<file path="src/rtl/lfsr_pkg.sv">
// Shared constants and next-state function for the 8-bit Galois LFSR.
// Benches may call lfsr_next directly as a reference step.
package lfsr_pkg;

    localparam logic [7:0] DEFAULT_SEED     = 8'h80;
    localparam logic [7:0] DEFAULT_TAP_MASK = 8'h83;

    // Right-shifting Galois step: the bit shifted out of q[0] decides whether the mask toggles.
    function automatic logic [7:0] lfsr_next(input logic [7:0] state, input logic [7:0] mask);
        return (state >> 1) ^ (state[0] ? mask : 8'h00);
    endfunction

endpackage

</file>
<file path="src/rtl/lfsr_8bit.sv">
// 8-bit right-shifting Galois LFSR with synchronous active-low reset to SEED.
// The output comes straight from the state register.
module lfsr_8bit
    import lfsr_pkg::*;
#(
    parameter logic [7:0] SEED     = DEFAULT_SEED,
    parameter logic [7:0] TAP_MASK = DEFAULT_TAP_MASK
) (
    input  logic       clk,
    input  logic       rst,
    output logic [7:0] q
);

    // A zero seed would lock the register at zero; a clear mask bit 7 would make the step non-invertible.
    if (SEED == 8'h00) begin : g_bad_seed
        $error("lfsr_8bit: SEED must be nonzero");
    end
    if (TAP_MASK[7] != 1'b1) begin : g_bad_mask
        $error("lfsr_8bit: TAP_MASK bit 7 must be set");
    end

    always_ff @(posedge clk) begin
        if (!rst) begin
            q <= SEED;
        end else begin
            q <= lfsr_next(q, TAP_MASK);
        end
    end

endmodule

</file>
<file path="config.mk">
export PLATFORM = sky130hd
export DESIGN_NAME = lfsr_8bit
export DESIGN_NICKNAME = d
export VERILOG_FILES = /design/src/rtl/lfsr_pkg.sv /design/src/rtl/lfsr_8bit.sv
export SDC_FILE = /design/constraint.sdc
export NUM_CORES = 1
export LEC_CHECK = 0
export CAP_MARGIN = 20
export CORE_AREA = 2 2 39 41
export DETAILED_ROUTE_END_ITERATION = 8
export DIE_AREA = 0 0 41 43
export PLACE_DENSITY_LB_ADDON = 0.2
export RECOVER_POWER = 100
export SLEW_MARGIN = 15
export SYNTH_ARGS = -nofsm -noshare
export SYNTH_HDL_FRONTEND = slang
export SYNTH_SLANG_ARGS = --single-unit
</file>
<file path="constraint.sdc">
create_clock -name clk -period 0.85 [get_ports clk]
set_input_delay 0.255 -clock clk [delete_from_list [all_inputs] [get_ports clk]]
set_output_delay 0.255 -clock clk [all_outputs]
set_load 0.05 [all_outputs]
</file>
== After elaboration in Yosys (flattened, before gate mapping) ==
Index checks and enable logic that the tools add are counted.

* Add/sub/neg operators: 0
* Reductions and logical operators: 0
* Shift operators: 0
* Divide/modulo/power cells: 0
* Mux-type cells: 1
* Multiply operators: 0
* Equality and inequality tests: 0
* $lt $le $gt $ge: 0
* Bitwise operators: 1

{| class="wikitable"
|+ Operators by type and width
! operator !! number
|-
| $mux 8 || 1
|-
| $xor 7x8->8 || 1
|}

* Logic and storage cells: 3
* Memories kept: 0
* Register bits after elaboration: 8
* Output and inout port bits: 8
* Bits in latches: 0
* Bits in writable memories: 0
* Input port bits: 2
* Bits in read-only memories: 0

== Depth between registers and ports, before layout ==
* Depth after elaboration: 2
* Gate-level depth with buffers: 2
* Mapped depth without buffers: 2

== Worst setup path after synthesis ==
No wires, ideal clock.

* Path kind: register -> register
* From: register q[0]
* To: register q[0]
* Slack: -0.203 ns
* Arrival: 0.938 ns
* Period minus slack after synthesis: 1.053 ns
* Data required time: 0.735 ns
* Stages on the path, launching flop included: 3
* Buffers on the path: 0
* Setup time: 0.115 ns
* Cells stage by stage: dfxtp_1 > xor2_1 > and2_1

* Cells in the longest elaborated chain, start to end: 2

{| class="wikitable"
|+ RTL lines
! item !! line !! source
|-
| start: declaration || lfsr_8bit.sv:11 || <nowiki>output logic [7:0] q</nowiki>
|-
| start signal: assignment || lfsr_8bit.sv:26 || <nowiki>q <= lfsr_next(q, TAP_MASK);</nowiki>
|-
| $mux 8 || lfsr_pkg.sv:10 || <nowiki>return (state >> 1) ^ (state[0] ? mask : 8'h00);</nowiki>
|-
| $xor 7x8->8 || lfsr_pkg.sv:10 ||
|}

No other way between the ends.
A chain may end at the register's enable or synchronous reset.

== Worst setup path after layout ==
* From: register q[0]
* To: output q[0]

No word-level cell between the ends.

==> results.md <==
* Fin. max-slew vios at 0
* Synthesized area per cell at 12.7 um2
* # setup viols final at 10
* Crit path arrival time at 0.75 ns
* Mapped Cells at 18
* Relative slew slack at 85.4%
* First-pass GRT wire length at 828 um
* Fill count at 142
* Iter 0 DRT Violations at 1
* Failing checks: setup timing
* Vias in the first global route at roughly 200
* Post-Syn Area at 228 um2
* Worst Path Buf+Inv at 1
* Switching part of the total at 24.1%
* DRC viols at 0
* DRT Wirelength at 443 um
* TritonCTS clock tree: done
* Crit path max-delay family: flip-flops
* Die area at approximately 1800 um2
* Total power at 0.818 mW
* Final Wtd Congestion at 0.584
* Routed Antenna Nets at 0
* Reg area at 173 um2
* CTS Root Cell: clkbuf_4
* Sw power at 0.197 mW
* H-tree levels at 1
* Final hold violation count at 0
* Clk Latency, worst-skew pair at between 0.2 and 0.3 ns
* N_diodes at 0
* CP max stage delay at around 0.35 ns
* RSZ-0062 raised after global routing: true
* RR Startpoint: q[1]
* Initial core utilization at 16.5%
* Warnings from Yosys at 0
* CP Class: flop to output pin
* CTS Sinks at 8
* Max Clock Skew at 0.00600 ns
* Dpl cells at between 40 and 50
* Unique masters post-synth at 4
* PwrDens at 1690 nW/um2
* Top Ports at 10
* Clock power share at 38.4%
* Core Area at 1380 um2
* DR vias at about 170
* Worst R2R Setup Slack at 0 ns
* Sequential area share after synthesis at a little over two thirds
* Tightest Pin Transition at 0.219 ns
* Net Count, Synth at 20
* Int Pwr at 0.621 mW
* CP Launch Type: flop
* MaxCap Viol Count at 0
* Most frequent cells in the layout: buf_12, and2_1, dfxtp_2
* Chip width at between 40 and 50 um
* Final Util at 35.1%
* Top flop regs: q: 8 flops
* Pleak at 0.224 nW
* End of the worst hold path: q[7]
* Crit path cell chain: buf_12
* FMAX at 0.991 GHz
* Die height at about 43 um
* Placement Rows at 14
* R2R Path End: q[0]
* Pre-CTS WS at -0.252 ns
* Total grt overflow at 0
* CP Max Fanout at 2
* Critical path's slowest cell: dfxtp_4
* Path depth of the worst reg2reg path at 3
* Clock Pin Slew Worst Setup and Hold Paths at 0.06 ns
* Most common cell after layout, fill and taps aside: buf_12
* DRT Pass-1 Iters at 2
* Area Overhead vs Synth at 113%
* Min setup slack post-route at -0.159 ns
* Largest register FFs at 8
* Yosys reg bits at 8
* Biggest register: q
* Status: finished with violations
* Worst setup EP type: output pin
* Fin cells at 50
* Fin crit period at 1.01 ns
* Seq pwr share at 48.6%
* Comb pwr share at 13.0%
* Worst path required time at 0.59 ns
* Worst hold-check path type: primary input to flop
* Proportion of layout cells with a drive suffix above 1 at 64.7%
* Worst vdd ir at approximately 0.57 mV
* Fin crit share at 119%
* Hold path depth at 2
* Total CTS buffers at 3
* I/O Buffers at 9
* Clock Path Buffers at 2
* Gr usage total at roughly 7.7%
* Largest net degree at the start of global routing at 9
* Routed vias/inst at 3.42
* WL/cell at 8.86 um
* Area of the multi-input gates at 67.6 um2
* Worst Hold Launch: rst
* Final net count at 37
* Initial antenna violation count at 0
## final cells by class
type / instances / area share, %
tap: 16 / 4.12
timing repair buffer: 12 / 41.0
clock buffer: 4 / 5.41
multi-input combinational: 10 / 13.9
sequential: 8 / 35.6
## metal layers
metal / vias up / track usage (%) / routed length (um)
met5: - / 0 / 0
met4: 0 / 10.0 / 0
met3: 0 / 3.66 / 30
met2: 8 / 9.38 / 226
met1: 78 / 7.82 / 186
li1: 85 / - / -
## power by group through the flow
| stage | combinational (mW) | sequential, mW | clock [mW] |
|---|---|---|---|
| 3_5_place_dp | 0.104 | 0.407 | 0 |
| 5_1_grt | 0.111 | 0.399 | 0.368 |
| 2_1_floorplan | 0.00789 | 0.440 | 0 |
| 6_report | 0.106 | 0.398 | 0.314 |
| 4_1_cts | 0.107 | 0.398 | 0.329 |
| 3_3_place_gp | 0.103 | 0.406 | 0 |
## per-stage QoR
stage	hold WS [ns]	area, um2	TNS (ns)
floorplan	0.328	240	0
global placement	0.471	430	-1.73
detailed placement	0.480	430	-1.86
CTS	0.491	479	-1.31
global route	0.320	485	-1.53
finish	0.312	485	-1.14
## worst max-delay path by stage
stage / depth (start not counted) / slack (ns) / end / from
2_1_floorplan: 2 / 0.02 / q[1] / q[2]
3_3_place_gp: 2 / -0.24 / q[4] / rst
3_5_place_dp: 2 / -0.25 / q[4] / rst
4_1_cts: 1 / -0.17 / q[0] / q[0]
5_1_grt: 1 / -0.19 / q[1] / q[1]
6_report: 1 / -0.16 / q[0] / q[0]
## Yosys cell counts
| cell | count | share of area (%) |
|---|---|---|
| nand2b_1 | 1 | 2.7 |
| xor2_1 | 2 | 7.7 |
| dfxtp_1 | 8 | 70 |
| and2_1 | 7 | 19 |
## timing repair
action                     CTS  global route
resized for setup            0             2
hold buffers                 0             0
setup buffers                3             0
pin swaps                    0             2
setup endpoints to repair    8            11
## cells by family (layout without fill, tap and decap cells)
logic type                Yosys count  after routing  synth area share [%]
buffers and inverters               0             16                     0
DFF                                 8              8                  70.3
xor gates and xnor gates            2              2                  7.69
and+or+nand+nor                     8              8                  22.0
Power figures use the tool's default switching activity.
